$ cat src/rtl/fetch_pkg.sv
// rtl/fetch_pkg.sv - shared types and constants for the instruction fetch controller
package fetch_pkg;

  typedef enum logic {
    IDLE = 1'b0,
    RUN  = 1'b1
  } fetch_state_t;

  localparam int FETCH_FIFO_DEPTH = 2;

endpackage

$ cat src/rtl/fetch_fifo.sv
// rtl/fetch_fifo.sv - 2-entry synchronous FIFO of {pc, instr}; flush beats push and pop
module fetch_fifo
  import fetch_pkg::*;
#(
  parameter int ADDRESS_WIDTH = 10,
  parameter int DATA_WIDTH    = 32
) (
  input  logic                     clk,
  input  logic                     rst,
  input  logic                     push,
  input  logic [ADDRESS_WIDTH-1:0] push_pc,
  input  logic [DATA_WIDTH-1:0]    push_instr,
  input  logic                     pop,
  input  logic                     flush,
  output logic [1:0]               count,
  output logic [ADDRESS_WIDTH-1:0] head_pc,
  output logic [DATA_WIDTH-1:0]    head_instr
);

  logic [ADDRESS_WIDTH-1:0] pc_mem    [FETCH_FIFO_DEPTH];
  logic [DATA_WIDTH-1:0]    instr_mem [FETCH_FIFO_DEPTH];
  logic                     rd_ptr;
  logic                     wr_ptr;

  assign head_pc    = pc_mem[rd_ptr];
  assign head_instr = instr_mem[rd_ptr];

  // Pointer/count bookkeeping; storage is zeroed on reset so the head reads 0.
  always_ff @(posedge clk) begin
    if (rst) begin
      rd_ptr <= 1'b0;
      wr_ptr <= 1'b0;
      count  <= 2'd0;
      for (int i = 0; i < FETCH_FIFO_DEPTH; i++) begin
        pc_mem[i]    <= '0;
        instr_mem[i] <= '0;
      end
    end else if (flush) begin
      rd_ptr <= 1'b0;
      wr_ptr <= 1'b0;
      count  <= 2'd0;
    end else begin
      if (push) begin
        pc_mem[wr_ptr]    <= push_pc;
        instr_mem[wr_ptr] <= push_instr;
        wr_ptr            <= ~wr_ptr;
      end
      if (pop) begin
        rd_ptr <= ~rd_ptr;
      end
      case ({push, pop})
        2'b10:   count <= count + 2'd1;
        2'b01:   count <= count - 2'd1;
        default: count <= count;
      endcase
    end
  end

endmodule

$ cat src/rtl/instruction_fetch_controller.sv
// rtl/instruction_fetch_controller.sv - fetch PC sequencing, 1-cycle memory tracking, 2-entry buffer to decode; optional FETCH_PERF_CNT_EN counters
module instruction_fetch_controller
  import fetch_pkg::*;
#(
  parameter int                     ADDRESS_WIDTH = 10,
  parameter int                     DATA_WIDTH    = 32,
  parameter logic [ADDRESS_WIDTH-1:0] RESET_PC    = '0
) (
  input  logic                     clk,
  input  logic                     rst,
  input  logic                     fetch_en,
  output logic                     im_ce,
  output logic [ADDRESS_WIDTH-1:0] im_address,
  input  logic [DATA_WIDTH-1:0]    im_data,
  input  logic                     im_data_valid,
  input  logic                     redirect_valid,
  input  logic [ADDRESS_WIDTH-1:0] redirect_pc,
  output logic                     out_valid,
  input  logic                     out_ready,
  output logic [DATA_WIDTH-1:0]    out_instr,
  output logic [ADDRESS_WIDTH-1:0] out_pc
`ifdef FETCH_PERF_CNT_EN
  ,
  output logic [31:0]              perf_issued,
  output logic [31:0]              perf_stall
`endif
);

  fetch_state_t             state;
  logic [ADDRESS_WIDTH-1:0] fetch_pc;
  logic                     inflight;
  logic [ADDRESS_WIDTH-1:0] inflight_pc;
  logic [1:0]               count;
  logic                     pop;
  logic                     push;
  logic [2:0]               occupancy;

  assign out_valid  = (count != 2'd0);
  assign pop        = out_valid & out_ready;
  assign push       = inflight & im_data_valid & ~redirect_valid;
  assign im_address = fetch_pc;

  // Buffered plus in-flight entries; a same-cycle pop frees one slot for a new read.
  assign occupancy  = {1'b0, count} + {2'b00, inflight};
  assign im_ce      = (state == RUN) & ~redirect_valid &
                      (occupancy < (3'd2 + {2'b00, pop}));

  fetch_fifo #(
    .ADDRESS_WIDTH (ADDRESS_WIDTH),
    .DATA_WIDTH    (DATA_WIDTH)
  ) u_fifo (
    .clk        (clk),
    .rst        (rst),
    .push       (push),
    .push_pc    (inflight_pc),
    .push_instr (im_data),
    .pop        (pop),
    .flush      (redirect_valid),
    .count      (count),
    .head_pc    (out_pc),
    .head_instr (out_instr)
  );

  // FSM and PC sequencing; a redirect retargets the PC and cancels the in-flight read.
  always_ff @(posedge clk) begin
    if (rst) begin
      state       <= IDLE;
      fetch_pc    <= RESET_PC;
      inflight    <= 1'b0;
      inflight_pc <= '0;
    end else if (redirect_valid) begin
      fetch_pc <= redirect_pc;
      inflight <= 1'b0;
    end else begin
      state <= fetch_en ? RUN : IDLE;
      if (im_ce) begin
        fetch_pc    <= fetch_pc + 1'b1;
        inflight    <= 1'b1;
        inflight_pc <= fetch_pc;
      end else begin
        inflight <= 1'b0;
      end
    end
  end

`ifdef FETCH_PERF_CNT_EN
  // Free-running event counters, wrapping on overflow.
  always_ff @(posedge clk) begin
    if (rst) begin
      perf_issued <= 32'd0;
      perf_stall  <= 32'd0;
    end else begin
      perf_issued <= perf_issued + {31'd0, im_ce};
      perf_stall  <= perf_stall + {31'd0, out_valid & ~out_ready};
    end
  end
`endif

endmodule
$ cat config.mk
export PLATFORM = sky130hd
export DESIGN_NAME = instruction_fetch_controller
export DESIGN_NICKNAME = d
export VERILOG_FILES = /design/src/rtl/fetch_pkg.sv /design/src/rtl/fetch_fifo.sv /design/src/rtl/instruction_fetch_controller.sv
export SDC_FILE = /design/constraint.sdc
export NUM_CORES = 1
export LEC_CHECK = 0
export BUFFER_PORTS_ARGS = -buffer_cell sky130_fd_sc_hd__buf_2
export CAP_MARGIN = 20
export CELL_PAD_IN_SITES_DETAIL_PLACEMENT = 1
export CELL_PAD_IN_SITES_GLOBAL_PLACEMENT = 1
export CORE_MARGIN = 10
export CORE_UTILIZATION = 34
export CTS_CLUSTER_SIZE = 8
export DETAILED_ROUTE_END_ITERATION = 10
export GPL_TIMING_DRIVEN = 0
export PLACE_DENSITY = 0.71
export SETUP_SLACK_MARGIN = 0.3
export SLEW_MARGIN = 20
export SYNTH_ARGS = -nofsm -noshare
export SYNTH_HDL_FRONTEND = slang
export SYNTH_SLANG_ARGS = --single-unit
export TNS_END_PERCENT = 30
$ cat constraint.sdc
create_clock -name clk -period 9.8 [get_ports clk]
set_input_delay 0.49 -clock clk [delete_from_list [all_inputs] [get_ports clk]]
set_output_delay 0.49 -clock clk [all_outputs]
set_load 0.005 [all_outputs]
==> results.json <==
{
  "htreeDepth": 3,
  "tightest_slew_ps": 833,
  "die_h_um": 140,
  "post-route-drc-count": 0,
  "required_ps": 9310,
  "peakVddDrop_mv": 0.0806,
  "ys_types": 40,
  "power.density_mw_per_mm2": 154,
  "synth_seq_cells": 111,
  "finalSetupTns_ps": 0,
  "grt_usage_pct": 12.9,
  "clock_path_buffers": 2,
  "synth_area_mm2": 0.00491,
  "regArea_mm2": 0.00306,
  "place_area_mm2": 0.00570,
  "path_clk_slew_ps": 70,
  "worstPathMaxFanout": 10,
  "synthFlopType": "edfxtp_1",
  "area_growth_pct": 21.7,
  "synth_edf_count": 84,
  "start_util_pct": 35.1,
  "routedWlPerCell_um": 18.1,
  "total_power_mw": 0.920,
  "cp.arrival_ps": 2100,
  "slew-limit-headroom_pct": 44.0,
  "status": "complete, no violations",
  "cts_root_buf": "clkbuf_16",
  "vias_per_cell": 4.97,
  "fp.dieW_um": 140,
  "ios": 102,
  "clk_latency_ps": 350,
  "syn_avg_cell_area_um2": 12.7,
  "multiInputGateArea_mm2": 0.00174,
  "timing.fmax_mhz": 386,
  "ys_async_sr_fraction_pct": 0,
  "yosys_warnings": 0,
  "cts_hold_buf": 0,
  "finalMaxSlewViolations": 0,
  "fin_crit_ps": 2590,
  "synth.largest_area_cell": "edfxtp_1",
  "core_area_mm2": 0.0140,
  "drive_gt1_share_pct": 32.9,
  "grt_antenna_before_repair": 1,
  "finalInstanceArea_mm2": 0.00597,
  "critPathKind": "flop to primary output",
  "end_kind": "primary output",
  "postSynthNetCount": 438,
  "p_leak_nw": 2.34,
  "numCtsBuffers": 9,
  "ctsResizeCount": 0,
  "post-dp-hpwl_um": 9030,
  "drtPass1Iterations": 4,
  "ys_seq_area_share_pct": 62.4,
  "setup_ws_ps": 7210,
  "cap_violations": 0,
  "gp_congestion": 0.886,
  "fillerInstances": 1512,
  "grt_pass1_wl_um": 20200,
  "fin_skew_ps": 6.40,
  "drtIter0Drc": 112,
  "min_path_type": "input port to flop",
  "synth_top_area_share_pct": 51.4,
  "grt_start_max_net_pins": 43,
  "drtAntennaViolNets": 0,
  "rows": 43,
  "wl_um": 12400,
  "syn_inst": 386,
  "cts_tree": "yes",
  "grt-ovfl-total": 0,
  "postCtsSetupRepairBufs": 0,
  "fin_crit_sh_pct": 26.4,
  "vias": 3410,
  "clkSinkCount": 111,
  "fin_nets": 552,
  "dieArea_mm2": 0.0196,
  "hold_viol": 0,
  "post-place-ws_ps": 6740,
  "setup_viol": 0,
  "yosys-top-cells-area": "edfxtp_1, dfxtp_1, and2_1",
  "netlist_top_cells_count": "and2_1, edfxtp_1, mux2_2, dfxtp_1, clkbuf_1",
  "rsz0062_at_grt": "false",
  "first_global_vias": 3746,
  "crit_path_start_kind": "flop",
  "port_buffers": 101
}
[routing by layer]
metal / track usage (%) / wire length, um / vias to the layer above
li1: - / - / 1627
met1: 15.3 / 5460 / 1676
met2: 21.2 / 5940 / 94
met3: 4.73 / 880 / 13
met4: 4.29 / 163 / 0
met5: 0 / 0 / -
[report_power, final]
part | internal, mW | total, mW | switching (mW)
combinational | 0.0262 | 0.0571 | 0.0309
clock | 0.170 | 0.335 | 0.164
sequential | 0.520 | 0.528 | 0.00873
[flip-flops by register name (all words and copies together) (netlist names), named ones only]
name              flops
u_fifo.instr_mem     64
u_fifo.pc_mem        20
im_address           10
inflight_pc          10
u_fifo.count          2
inflight              1
state                 1
u_fifo.rd_ptr         1
u_fifo.wr_ptr         1
[per-stage QoR]
stage	std cells	hold slack, ps	util, %
floorplan	386	458	-
global placement	667	473	40.3
detailed placement	669	492	40.8
CTS	685	355	42.7
global route	685	361	42.7
finish	686	369	42.7
[worst max-delay path, cell delays in order (launching register included)]
cell and delay [ps]:
dfxtp_1 370, ha_1 210, ha_1 190, nor2b_1 340, nand2_1 160, clkbuf_1 220, nor2_1 140, buf_2 130
[worst paths after layout]
kind         slack (ps)  cells after the start       startpoint                endpoint
min reg2reg         500                      2   inflight_pc[1]          inflight_pc[1]
max                7210                      7  u_fifo.count[0]                   im_ce
max reg2reg        7650                      3    u_fifo.wr_ptr  u_fifo.instr_mem[1][3]
min                 370                      3         fetch_en                   state
[layout by cell type (no fill, tap or decap), types with 3 or more instances in the layout]
master / instances
clkinv_1: 3
clkbuf_16: 9
clkinv_2: 3
ha_1: 4
inv_1: 5
or3_1: 4
nor3_1: 4
o31ai_1: 3
nand2_1: 5
o21ai_0: 15
a21oi_1: 12
clkbuf_1: 24
buf_2: 101
mux2_2: 42
and2_1: 84
dfxtp_1: 27
edfxtp_1: 84
nand3_1: 16
nor2_1: 15
a311oi_1: 7
[logic make-up (layout without fill, tap and decap cells)]
logic type	after synthesis	count (layout)	share of synthesized area, %
other	0	1	0
flip-flops	111	111	62.4
adder cells (fa/ha/maj)	4	4	1.02
AND/OR/NAND/NOR	146	146	17.4
multiplexers	43	43	9.84
XOR/XNOR	4	4	0.714
buffers and inverters	30	149	2.30
AO/OA/AOI/OAI	48	48	6.32
[final cells by class]
cell class / instances / area share, %
diodes: 1 / 0.0419
plain buffers: 24 / 1.51
clock buffers: 9 / 3.77
clock inverters: 7 / 0.649
inverters: 6 / 0.377
multi-input cells: 245 / 29.2
flip-flops and latches: 111 / 51.3
well taps: 180 / 3.77
repair buffers: 103 / 9.39
Power figures use the tool's default switching activity.
